[src/rtl/mem_access_ctrl_if.sv]
`default_nettype none
// ============================================================================
// Module      : mem_access_ctrl_if
// Description : Signal bundle between the MEM pipeline stage, the data bus
//               and the write-back / hazard logic for mem_access_ctrl.
//               modport master : the controller (issues bus requests)
//               modport slave  : the surrounding pipeline / bus environment
// Ports       : mem_valid_i, mem_opcode_i, mem_addr_i, mem_wdata_i  (MEM stage)
//               bus_req_o, bus_we_o, bus_addr_o, bus_wdata_o,
//               bus_ack_i, bus_rdata_i                              (data bus)
//               rdata_o, wb_done_o, err_o, busy_o                   (status)
// Revision    : 1.0 - initial release
// ============================================================================
interface mem_access_ctrl_if;
  logic        mem_valid_i;
  logic [5:0]  mem_opcode_i;
  logic [31:0] mem_addr_i;
  logic [31:0] mem_wdata_i;
  logic        bus_req_o;
  logic        bus_we_o;
  logic [31:0] bus_addr_o;
  logic [31:0] bus_wdata_o;
  logic        bus_ack_i;
  logic [31:0] bus_rdata_i;
  logic [31:0] rdata_o;
  logic        wb_done_o;
  logic        err_o;
  logic        busy_o;

  modport master (
    input  mem_valid_i, mem_opcode_i, mem_addr_i, mem_wdata_i,
    input  bus_ack_i, bus_rdata_i,
    output bus_req_o, bus_we_o, bus_addr_o, bus_wdata_o,
    output rdata_o, wb_done_o, err_o, busy_o
  );

  modport slave (
    output mem_valid_i, mem_opcode_i, mem_addr_i, mem_wdata_i,
    output bus_ack_i, bus_rdata_i,
    input  bus_req_o, bus_we_o, bus_addr_o, bus_wdata_o,
    input  rdata_o, wb_done_o, err_o, busy_o
  );
endinterface
`default_nettype wire

[src/rtl/mem_access_ctrl.sv]
`default_nettype none
// ============================================================================
// Module      : mem_access_ctrl
// Description : MEM-stage data-bus access controller. Accepts LW/SW in IDLE,
//               issues a registered bus request, waits for bus_ack_i with a
//               bounded timeout, and reports a one-cycle completion pulse
//               with error flag and load data for write-back.
// Ports       : clk  - single rising-edge clock
//               rst  - asynchronous active-low reset
//               mif  - mem_access_ctrl_if.master (MEM stage, bus, status)
// Parameters  : TIMEOUT_CYCLES - max REQ cycles without ack (1..1023)
// Revision    : 1.0 - initial release
// ============================================================================
module mem_access_ctrl #(
  parameter int unsigned TIMEOUT_CYCLES = 255
) (
  input  wire logic           clk,
  input  wire logic           rst,
  mem_access_ctrl_if.master   mif
);

  localparam logic [5:0] OP_LW = 6'b100011;
  localparam logic [5:0] OP_SW = 6'b101011;
  // Counter value seen during the last permitted REQ cycle.
  localparam logic [9:0] TMO_LAST = 10'(TIMEOUT_CYCLES - 1);

  typedef enum logic [1:0] {
    IDLE = 2'd0,
    REQ  = 2'd1,
    DONE = 2'd2
  } state_t;

  state_t      state, state_nxt;
  logic [9:0]  tmo_cnt;
  logic [31:0] addr_q, wdata_q, rdata_q, rdata_nxt;
  logic        we_q, err_q, err_nxt;
  logic        accept, misaligned, tmo_hit;

  // ---------------------------------------------------------------------------
  // Next-state and completion values
  // ---------------------------------------------------------------------------
  always_comb begin
    state_nxt  = state;
    err_nxt    = 1'b0;
    rdata_nxt  = rdata_q;
    accept     = 1'b0;
    misaligned = (mif.mem_addr_i[1:0] != 2'b00);
    tmo_hit    = 1'b0;

    case (state)
      IDLE: begin
        accept = mif.mem_valid_i &&
                 ((mif.mem_opcode_i == OP_LW) || (mif.mem_opcode_i == OP_SW));
        if (accept) begin
          if (misaligned) begin
            state_nxt = DONE;
            err_nxt   = 1'b1;
            rdata_nxt = '0;
          end else begin
            state_nxt = REQ;
          end
        end
      end
      REQ: begin
        // Ack wins over timeout, including in the final permitted cycle.
        if (mif.bus_ack_i) begin
          state_nxt = DONE;
          rdata_nxt = we_q ? 32'd0 : mif.bus_rdata_i;
        end else if (tmo_cnt == TMO_LAST) begin
          tmo_hit   = 1'b1;
          state_nxt = DONE;
          err_nxt   = 1'b1;
          rdata_nxt = '0;
        end
      end
      DONE: begin
        state_nxt = IDLE;
      end
      default: begin
        state_nxt = IDLE;
      end
    endcase
  end

  // ---------------------------------------------------------------------------
  // State register
  // ---------------------------------------------------------------------------
  always_ff @(posedge clk or negedge rst) begin
    if (!rst) begin
      state <= IDLE;
    end else begin
      state <= state_nxt;
    end
  end

  // ---------------------------------------------------------------------------
  // Datapath registers
  // ---------------------------------------------------------------------------
  always_ff @(posedge clk or negedge rst) begin
    if (!rst) begin
      addr_q  <= '0;
      wdata_q <= '0;
      we_q    <= 1'b0;
      tmo_cnt <= '0;
      err_q   <= 1'b0;
      rdata_q <= '0;
    end else begin
      if (accept) begin
        addr_q  <= mif.mem_addr_i;
        wdata_q <= mif.mem_wdata_i;
        we_q    <= (mif.mem_opcode_i == OP_SW);
      end
      if (accept) begin
        tmo_cnt <= '0;
      end else if ((state == REQ) && !mif.bus_ack_i && !tmo_hit) begin
        tmo_cnt <= tmo_cnt + 10'd1;
      end
      // err_nxt is only nonzero on the transition into DONE, so err_q is
      // high exactly during the DONE cycle of a failed access.
      err_q   <= err_nxt;
      rdata_q <= rdata_nxt;
    end
  end

  // ---------------------------------------------------------------------------
  // Outputs (all derived from registers)
  // ---------------------------------------------------------------------------
  assign mif.bus_req_o   = (state == REQ);
  assign mif.bus_we_o    = we_q;
  assign mif.bus_addr_o  = addr_q;
  assign mif.bus_wdata_o = wdata_q;
  assign mif.rdata_o     = rdata_q;
  assign mif.wb_done_o   = (state == DONE);
  assign mif.err_o       = err_q;
  assign mif.busy_o      = (state != IDLE);

endmodule
`default_nettype wire

[src/flat_wrapper.sv]
// flat-port wrapper written by rule: the top's interface ports become plain ports
module mem_access_ctrl_flat 
#(
  parameter int unsigned TIMEOUT_CYCLES = 255
)
  (clk, rst, mif_mem_valid_i, mif_mem_opcode_i, mif_mem_addr_i, mif_mem_wdata_i, mif_bus_ack_i, mif_bus_rdata_i, mif_bus_req_o, mif_bus_we_o, mif_bus_addr_o, mif_bus_wdata_o, mif_rdata_o, mif_wb_done_o, mif_err_o, mif_busy_o);
  mem_access_ctrl_if mif_i ();
  input  wire logic clk;
  input  wire logic rst;
  input wire logic [$bits(mif_i.mem_valid_i)-1:0] mif_mem_valid_i;
  input wire logic [$bits(mif_i.mem_opcode_i)-1:0] mif_mem_opcode_i;
  input wire logic [$bits(mif_i.mem_addr_i)-1:0] mif_mem_addr_i;
  input wire logic [$bits(mif_i.mem_wdata_i)-1:0] mif_mem_wdata_i;
  input wire logic [$bits(mif_i.bus_ack_i)-1:0] mif_bus_ack_i;
  input wire logic [$bits(mif_i.bus_rdata_i)-1:0] mif_bus_rdata_i;
  output wire logic [$bits(mif_i.bus_req_o)-1:0] mif_bus_req_o;
  output wire logic [$bits(mif_i.bus_we_o)-1:0] mif_bus_we_o;
  output wire logic [$bits(mif_i.bus_addr_o)-1:0] mif_bus_addr_o;
  output wire logic [$bits(mif_i.bus_wdata_o)-1:0] mif_bus_wdata_o;
  output wire logic [$bits(mif_i.rdata_o)-1:0] mif_rdata_o;
  output wire logic [$bits(mif_i.wb_done_o)-1:0] mif_wb_done_o;
  output wire logic [$bits(mif_i.err_o)-1:0] mif_err_o;
  output wire logic [$bits(mif_i.busy_o)-1:0] mif_busy_o;
  assign mif_i.mem_valid_i = mif_mem_valid_i;
  assign mif_i.mem_opcode_i = mif_mem_opcode_i;
  assign mif_i.mem_addr_i = mif_mem_addr_i;
  assign mif_i.mem_wdata_i = mif_mem_wdata_i;
  assign mif_i.bus_ack_i = mif_bus_ack_i;
  assign mif_i.bus_rdata_i = mif_bus_rdata_i;
  assign mif_bus_req_o = mif_i.bus_req_o;
  assign mif_bus_we_o = mif_i.bus_we_o;
  assign mif_bus_addr_o = mif_i.bus_addr_o;
  assign mif_bus_wdata_o = mif_i.bus_wdata_o;
  assign mif_rdata_o = mif_i.rdata_o;
  assign mif_wb_done_o = mif_i.wb_done_o;
  assign mif_err_o = mif_i.err_o;
  assign mif_busy_o = mif_i.busy_o;
  mem_access_ctrl #(.TIMEOUT_CYCLES(TIMEOUT_CYCLES)) u_core (.clk(clk), .rst(rst), .mif(mif_i));
endmodule
[config.mk]
export PLATFORM = sky130hd
export DESIGN_NAME = mem_access_ctrl_flat
export DESIGN_NICKNAME = d
export VERILOG_FILES = /design/src/rtl/mem_access_ctrl_if.sv /design/src/rtl/mem_access_ctrl.sv /design/src/flat_wrapper.sv
export SDC_FILE = /design/constraint.sdc
export NUM_CORES = 1
export LEC_CHECK = 0
export BUFFER_PORTS_ARGS = -buffer_cell sky130_fd_sc_hd__buf_2
export CELL_PAD_IN_SITES_DETAIL_PLACEMENT = 0
export CELL_PAD_IN_SITES_GLOBAL_PLACEMENT = 1
export CORE_MARGIN = 2
export CORE_UTILIZATION = 30
export CTS_CLUSTER_DIAMETER = 50
export CTS_CLUSTER_SIZE = 30
export DETAILED_ROUTE_END_ITERATION = 16
export GPL_TIMING_DRIVEN = 1
export PLACE_DENSITY = 0.85
export SYNTH_ARGS = -nofsm -noshare
export SYNTH_HDL_FRONTEND = slang
export SYNTH_SLANG_ARGS = --single-unit
[constraint.sdc]
create_clock -name clk -period 2 [get_ports clk]
set_input_delay 0.4 -clock clk [delete_from_list [all_inputs] [get_ports clk]]
set_output_delay 0.4 -clock clk [all_outputs]
set_load 0.01 [all_outputs]
Word level (Yosys, flattened, before mapping)
Index checks and enable logic that the tools add are counted.
{ "classes": {"n_addsub": 1, "eq_ne": 8, "n_mux": 20, "reduce_logical": 13} }
{ "ops": {"columns": ["cell", "count"], "rows": [
  ["32-bit two-way mux", 5],
  ["32-bit one-hot mux with 2 select lines", 1],
  ["10-bit two-way mux", 2],
  ["6-bit == test, second input constant", 2],
  ["10-bit by 1-bit adder with 10-bit output, second input constant", 1],
  ["10-bit by 8-bit == test with 1-bit output, second input constant", 1],
  ["2-bit two-way mux", 4],
  ["2-bit nonzero test", 4],
  ["1-bit two-way mux", 6],
  ["2-bit by 1-bit != test with 1-bit output, second input constant", 2],
  ["2-bit one-hot mux with 2 select lines", 1],
  ["4-bit AND reduction", 1],
  ["1-bit logical AND", 3],
  ["3-bit by 2-bit != test with 1-bit output, second input constant", 1],
  ["2-bit by 1-bit == test with 1-bit output, second input constant", 1],
  ["2-bit == test, second input constant", 1],
  ["1-bit logical NOT", 2],
  ["2-bit logical NOT", 1],
  ["1-bit one-hot mux with 2 select lines", 1],
  ["2-bit AND reduction", 1],
  ["1-bit logical OR", 1]
]} }
{ "totals": {"regBits": 110, "input_bits": 106, "out_inout_bits": 101, "word_cells": 49} }

Longest topological paths before layout
Gate-level depths: netlist of the first run.
{ "depth": {"word_depth": 8, "ltp_mapped": 7, "ltp_nobuf": 6} }

Worst setup path after synthesis of the first run
Ideal clock, no wire load.
{ "synth_timing": {"path_kind": "register to register", "start": "reg u_core.tmo_cnt[0]", "end": "reg u_core.rdata_q[0], in the netlist u_core.mif.rdata_o[0]", "setup_time_ns": 0.121, "arrival_time_ns": 1.848, "required_ns": 1.879, "path_slack_ns": 0.031, "stages_incl_launch_ff": 8, "n_path_buf": 1, "period_less_slack_ns": 1.969, "cell_sequence": "dfrtp_1 -> inv_1 -> ha_1 -> or3b_4 -> o31ai_4 -> o211ai_4 -> buf_6 -> a22o_1"} }
{ "synth_between": {"elab_chain_cells": 3} }
{ "synth_lines": {"columns": ["element", "line", "rtl"], "rows": [
  ["start, declared", "mem_access_ctrl.sv:34", "logic [9:0] tmo_cnt;"],
  ["start signal, assigned", "mem_access_ctrl.sv:116", "tmo_cnt <= tmo_cnt + 10'd1;"],
  ["10-bit by 8-bit == test with 1-bit output", "mem_access_ctrl.sv:69", "end else if (tmo_cnt == TMO_LAST) begin"],
  ["3-bit by 2-bit != test with 1-bit output (no line)", null, null],
  ["4-bit AND reduction (no line)", null, null],
  ["end signal, assigned", "mem_access_ctrl.sv:121", "rdata_q <= rdata_nxt;"],
  ["end, declared", "mem_access_ctrl.sv:35", "logic [31:0] addr_q, wdata_q, rdata_q, rdata_nxt;"]
]} }
No other way between the ends.
A chain may end at the register's enable or synchronous reset.

Final worst setup path of the first run
{ "layout_timing": {"start": "reg u_core.tmo_cnt[0]", "end": "reg u_core.rdata_q[22], in the netlist u_core.mif.rdata_o[22]"} }
The elaborated chain is that of the path after synthesis.

==> flow_metrics.py, run 1 <==
metrics = {
    "outcome": {
        "status": "complete, no violations",
    },
    "critical_path": {
        "arrival_ns": 2.10,
        "critPathRequiredTime_ns": 2.23,
        "cp_max_fo": 33,
        "r2r_cells": 7,
        "startpoint": "u_core.tmo_cnt[0]",
        "rrSetupSlack_ns": 0.13,
        "criticalPathCategory": "flop to flop",
        "r2r-end": "u_core.mif.rdata_o[22]",
        "critPathCaptureType": "flop",
        "timing.rr.start": "u_core.tmo_cnt[0]",
        "cp-start-kind": "flop",
        "crit_end": "u_core.mif.rdata_o[22]",
    },
    "placement": {
        "dp_hpwl_um": 8020,
        "gp_congestion": 0.807,
        "dp_slack_ns": 0.000539,
        "numPortBuffers": 206,
        "dpl.cell_count": 795,
    },
    "global_routing": {
        "grt_pass1_wl_um": 18800,
        "grt_max_degree": 111,
        "antenna_found_initial": 0,
        "grt_pass1_vias": 3748,
        "grt_usage_pct": 15.0,
        "grt-ovfl-total": 0,
    },
    "clock_network": {
        "clock_latency_ns": 0.34,
        "cts_tree": "yes",
        "cts.htree.levels": 3,
        "hold_buffers": 0,
        "cts_made_buffers": 9,
        "path_clk_slew_ns": 0.07,
        "cts-root-buf": "clkbuf_16",
        "postCtsSetupRepairBufs": 0,
        "cts_max_path_buffers": 2,
        "cts_sinks": 110,
    },
    "cells_and_area": {
        "instances_no_fill": 811,
        "fin_util_pct": 42.2,
        "area_growth_pct": 35.9,
        "drive_above_1_share_pct": 38.5,
        "diodes": 0,
        "fill_cells": 1402,
        "nNetsFinal": 734,
    },
    "drt": {
        "drc": 0,
        "wl_um": 11400,
        "drt-wirelength-per-cell_um": 14.0,
        "viasPerCell": 4.54,
        "antenna_left": 0,
        "drtIter0Drc": 182,
        "dr.pass1.iters": 4,
        "vias": 3683,
    },
    "power": {
        "power_leakage_nw": 3.37,
        "power.ir.vdd_worst_mv": 0.552,
        "power.density_nw_per_um2": 893,
    },
    "sta": {
        "maxSlewHeadroom_pct": 57.1,
        "fin_hold_ws_ns": 0.0679,
        "setup-violations-final": 0,
        "rsz0062_at_grt": "no",
        "drv_slew": 0,
        "fin_tns_setup_ns": 0,
        "max_freq_ghz": 0.535,
        "worstMarginPinSlew_ns": 0.644,
        "layout_setup_ws_ns": 0.132,
        "period_share_pct": 93.4,
        "fin_worst_skew_ns": 0.00649,
        "final_hold_viol_count": 0,
        "finalCriticalPeriod_ns": 1.87,
    },
    "yosys": {
        "syn-num-nets": 529,
        "yosys.area.top_type": "dfrtp_1",
        "yosys-top-cells-count": "200 x nand2_1, 110 x dfrtp_1, 29 x a22o_1",
        "synth.distinct_cells": 39,
        "synth_area_um2": 4340,
        "ys_seq_elements": 110,
        "synthTopCellsByArea": "dfrtp_1 63%, nand2_1 17%, a22o_1 5.9%",
        "synth_most_common_cell": "nand2_1",
        "synth_edf_count": 0,
        "async_reset_ff_share_pct": 100,
        "synthCells": 421,
        "synth_warnings": 0,
        "syn-mean-instance-area_um2": 10.3,
        "ys.flop_type": "dfrtp_1",
        "synth-seq-area-share_pct": 63.4,
        "synth_top_area_share_pct": 63.4,
    },
    "floorplan": {
        "die_height_um": 124,
        "dieArea_um2": 15500,
        "fp-row-count": 43,
        "start_util_pct": 31.0,
        "die_w_um": 124,
        "core_area_um2": 14000,
        "num_io_pins": 207,
    },
    "hold_path": {
        "hold_path.class": "input port to asynchronous set/reset pin",
    },
    "run": {
        "maxCapViolCount": 0,
    },
}
## layer usage
metal / wire (um) / vias to the layer above / global-route usage [%]
met1: 5060 / 1717 / 19.5
li1: - / 1797 / -
met3: 912 / 14 / 4.94
met4: 197 / 0 / 5.02
met5: 0 / - / 0
met2: 5190 / 155 / 23.5
## where the power goes
part           total, mW  internal [mW]  leakage (nW)  switching, mW
combinational      0.914          0.416          1.77          0.497
sequential          2.68           2.52          1.46          0.158
clock               1.68          0.880         0.132          0.796
## worst min-delay path by stage
stage                                          from                    endpoint  slack [ns]  cells after the start
after floorplan                                 rst    u_core.mif.bus_addr_o[0]        0.10                      0
after global placement    u_core.mif.bus_addr_o[24]   u_core.mif.bus_addr_o[24]        0.46                      2
after detailed placement  u_core.mif.bus_addr_o[31]   u_core.mif.bus_addr_o[31]        0.46                      2
after CTS                                       rst  u_core.mif.bus_wdata_o[29]        0.14                      2
after global routing                            rst    u_core.mif.bus_addr_o[0]        0.17                      2
final                                           rst  u_core.mif.bus_wdata_o[29]        0.07                      2
## area by class of cell
class                           count  area [um^2]  share of cell area [%]
Tap cell                          180          225                    3.82
Multi-Input combinational cell    286         1480                    25.0
Timing Repair Buffer              216         1160                    19.6
Sequential cell                   110         2750                    46.7
Clock inverter                      5         33.8                   0.573
Inverter                            3         11.3                   0.191
Clock buffer                       11          243                    4.11
## worst max-delay path, cell delays in order, from the launching register on
cell and delay, ns:
dfrtp_1 0.38, inv_1 0.06, ha_1 0.13, or3b_4 0.40
o31ai_4 0.25, o211ai_4 0.13, buf_12 0.18, a22o_2 0.22
## sequential cells by signal (all words and copies together), names as in the netlist
register and flops:
u_core.mif.bus_we_o 1, u_core.mif.bus_addr_o 32, u_core.mif.err_o 1, u_core.state 2
u_core.mif.rdata_o 32, u_core.tmo_cnt 10, u_core.mif.bus_wdata_o 32
## repair_timing
action	in CTS	in global routing
setup endpoints to repair	11	1
gates resized for setup	1	0
cloned	0	0
pin swaps	0	1
## cells by family after synthesis
family / Yosys count / share of synthesized area (%)
AND/OR/NAND/NOR: 231 / 22.7
XOR/XNOR: 2 / 0.404
adder cells (fa/ha/maj): 2 / 0.576
buffers and inverters: 25 / 2.82
flip-flops: 110 / 63.4
AO/OA/AOI/OAI: 50 / 9.88
multiplexers: 1 / 0.231
## per-stage QoR
step / power [mW] / cell area (um^2)
after floorplan: 3.10 / 4340
after detailed placement: 3.65 / 5620
after CTS: 5.36 / 5900
after global routing: 5.58 / 5900
final: 5.27 / 5900
after global placement: 3.62 / 5620
## placed cells by master, fill, tap and decap left out, types with 2 or more instances in the layout
master and n:
a21oi_1 2, a22o_1 29, a22o_2 3, a31oi_1 2, buf_12 4, buf_2 205, buf_4 7, clkbuf_16 9
clkinv_2 2, clkinvlp_4 2, dfrtp_1 110, ha_1 2, inv_1 3, nand2_1 200, nand3_1 6, nor2_1 5
nor2b_1 2, nor3_1 2, o21ai_0 5, o31ai_1 4, or4_1 2, xnor2_1 2
No activity file was read; power rests on OpenSTA's default activity.
==> run 2, diff against run 1 <==
--- a/config.mk
+++ b/config.mk
@@ -6,7 +6,7 @@
 export NUM_CORES = 1
 export LEC_CHECK = 0
 export BUFFER_PORTS_ARGS = -buffer_cell sky130_fd_sc_hd__buf_2
-export CELL_PAD_IN_SITES_DETAIL_PLACEMENT = 0
+export CELL_PAD_IN_SITES_DETAIL_PLACEMENT = 1
 export CELL_PAD_IN_SITES_GLOBAL_PLACEMENT = 1
 export CORE_MARGIN = 2
 export CORE_UTILIZATION = 30
@@ -15,6 +15,7 @@
 export DETAILED_ROUTE_END_ITERATION = 16
 export GPL_TIMING_DRIVEN = 1
 export PLACE_DENSITY = 0.85
+export REMOVE_ABC_BUFFERS = 1
 export SYNTH_ARGS = -nofsm -noshare
 export SYNTH_HDL_FRONTEND = slang
 export SYNTH_SLANG_ARGS = --single-unit
==> run 2 against run 1 <==
  * Critical path depth grew 1
  * Wire length up 18%
  * Non-clock buffer count is 5 higher
  * Via count increased by 6.0%
  * Hold slack improved by 0.0076 ns
  * Final cell count up 0.86%
==> flow_metrics.py, run 2 (synthesized netlist as in run 1, its figures left out) <==
metrics = {
    "sta": {
        "drv_slew": 0,
        "worstMarginPinSlew_ns": 0.678,
        "fin_worst_skew_ns": 0.0113,
        "period_share_pct": 95.2,
        "fin_hold_ws_ns": 0.0755,
        "setup-violations-final": 0,
        "maxSlewHeadroom_pct": 54.6,
        "finalCriticalPeriod_ns": 1.90,
        "layout_setup_ws_ns": 0.0957,
        "max_freq_ghz": 0.525,
        "final_hold_viol_count": 0,
        "rsz0062_at_grt": "yes",
    },
    "global_routing": {
        "grt-ovfl-total": 0,
        "grt_pass1_vias": 4231,
        "grt_pass1_wl_um": 22100,
        "grt_usage_pct": 17.6,
        "grt_max_degree": 111,
        "antenna_found_initial": 0,
    },
    "critical_path": {
        "critPathCaptureType": "flop",
        "cp_max_fo": 4,
        "path_cells": "inv_1, ha_1, or3b_4, o31ai_4, buf_6, o211ai_4, buf_4, a22o_1",
        "cpPeakStageDelay_ns": 0.40,
        "criticalPathCategory": "flop to flop",
        "critPathRequiredTime_ns": 2.23,
        "cp-start-kind": "flop",
        "rrSetupSlack_ns": 0.1,
        "slowest_stage": "or3b_4",
        "arrival_ns": 2.14,
    },
    "cells_and_area": {
        "final_cell_area_um2": 6000,
        "diodes": 0,
        "fill_cells": 1668,
        "area_growth_pct": 38.3,
        "nNetsFinal": 741,
        "final_common_cell": "buf_2",
        "instances_no_fill": 818,
        "final_cell_mix": "205 x buf_2, 200 x nand2_1, 110 x dfrtp_1, 29 x a22o_1, 11 x buf_4",
        "drive_above_1_share_pct": 39.3,
    },
    "power": {
        "clkPwrFrac_pct": 34.2,
        "power_leakage_nw": 3.41,
        "power.density_nw_per_um2": 917,
        "power.switching_mw": 1.54,
        "p_comb_share_pct": 17.1,
        "intPower_mw": 3.97,
        "power.share.switching_pct": 28.0,
        "seqPwrFrac_pct": 48.6,
        "power.ir.vdd_worst_mv": 0.437,
    },
    "clock_network": {
        "hold_buffers": 0,
        "cts-root-buf": "clkbuf_16",
        "cts_max_path_buffers": 2,
        "cts.htree.levels": 3,
        "cts_sinks": 110,
        "cts_made_buffers": 9,
        "clock_latency_ns": 0.35,
        "path_clk_slew_ns": 0.07,
        "cts_tree": "yes",
    },
    "drt": {
        "met1Wirelength_um": 5480,
        "viasPerCell": 4.77,
        "dr.pass1.iters": 4,
        "wl_met3_um": 962,
        "vias": 3904,
        "top_layer": "met4",
        "drtIter0Drc": 138,
        "route.met2.wl_um": 6760,
        "antenna_left": 0,
        "wl_um": 13400,
        "drc": 0,
        "drt-wirelength-per-cell_um": 16.4,
    },
    "floorplan": {
        "die_height_um": 124,
        "num_io_pins": 207,
        "fp-row-count": 43,
        "die_w_um": 124,
        "core_area_um2": 14000,
        "dieArea_um2": 15500,
        "start_util_pct": 31.0,
    },
    "placement": {
        "dp_hpwl_um": 9190,
        "numPortBuffers": 206,
        "gp_congestion": 0.811,
        "placed_cell_area_um2": 5590,
        "dp_slack_ns": -0.0582,
        "dpl.cell_count": 794,
    },
    "outcome": {
        "status": "complete, no violations",
    },
    "run": {
        "maxCapViolCount": 0,
    },
    "hold_path": {
        "hold_path.class": "input port to asynchronous set/reset pin",
    },
}
[run 2: changes by cell type in the layout (fill, tap and decap cells not counted), sizes merged]
cell / previous run / this run
buf: 216 / 221
clkbuf: 11 / 10
clkinvlp: 2 / 0
bufinv: 0 / 1
o211ai: 2 / 4
inv: 4 / 6
[run 2: final timing paths]
check / from / end / cells after the start
max in group asynchronous: rst / u_core.mif.bus_wdata_o[29] / 2
setup / recovery: u_core.tmo_cnt[0] / u_core.mif.rdata_o[12] / 8
hold / removal: rst / u_core.mif.rdata_o[17] / 2
min in group clk: mif_mem_wdata_i[12] / u_core.mif.bus_wdata_o[12] / 3
hold reg to reg: u_core.mif.bus_wdata_o[21] / u_core.mif.bus_wdata_o[21] / 2
setup reg to reg: u_core.tmo_cnt[0] / u_core.mif.rdata_o[12] / 8
[run 2: layout make-up]
| cell class | instances | area (um^2) | area share, % |
|---|---|---|---|
| clock buffers | 10 | 239 | 3.98 |
| inverters | 3 | 11.3 | 0.188 |
| well taps | 180 | 225 | 3.75 |
| clock inverters | 6 | 76.3 | 1.27 |
| repair buffers | 221 | 1180 | 19.7 |
| flip-flops and latches | 110 | 2750 | 45.8 |
| multi-input cells | 288 | 1520 | 25.3 |
[run 2: power groups by stage]
stage	combinational, mW	clock, mW	sequential [mW]
floorplan	0.242	0	2.86
global placement	0.911	0	2.71
detailed placement	0.954	0	2.72
CTS	0.963	1.96	2.68
global route	1.05	2.06	2.72
finish	0.944	1.89	2.68
[run 2: repair_timing]
action,4_1_cts,5_1_grt
setup endpoints to repair,32,32
resized for setup,3,3
cloned,1,1
pin swaps,1,1
setup buffers,6,0
[run 2: per-layer routing]
metal	track usage, %	up-vias
met4	4.36	0
met5	0	-
met1	20.8	1926
li1	-	1808
met3	6.14	12
met2	30.5	158
[run 2: worst max-delay path, delay by kind of cell, from the launching register on]
family / cells / cell delay (ns)
flops: 1 / 0.38
simple gates: 1 / 0.40
compound gates: 3 / 0.48
buf+inv: 3 / 0.40
fa+ha+maj: 1 / 0.13
[run 2: stage by stage]
step	setup TNS, ns	total power, mW	util [%]
global placement	0	3.62	40.0
finish	0	5.51	42.9
floorplan	-75.05	3.10	-
global route	0	5.84	42.9
detailed placement	-1.12	3.67	40.0
CTS	0	5.61	42.7
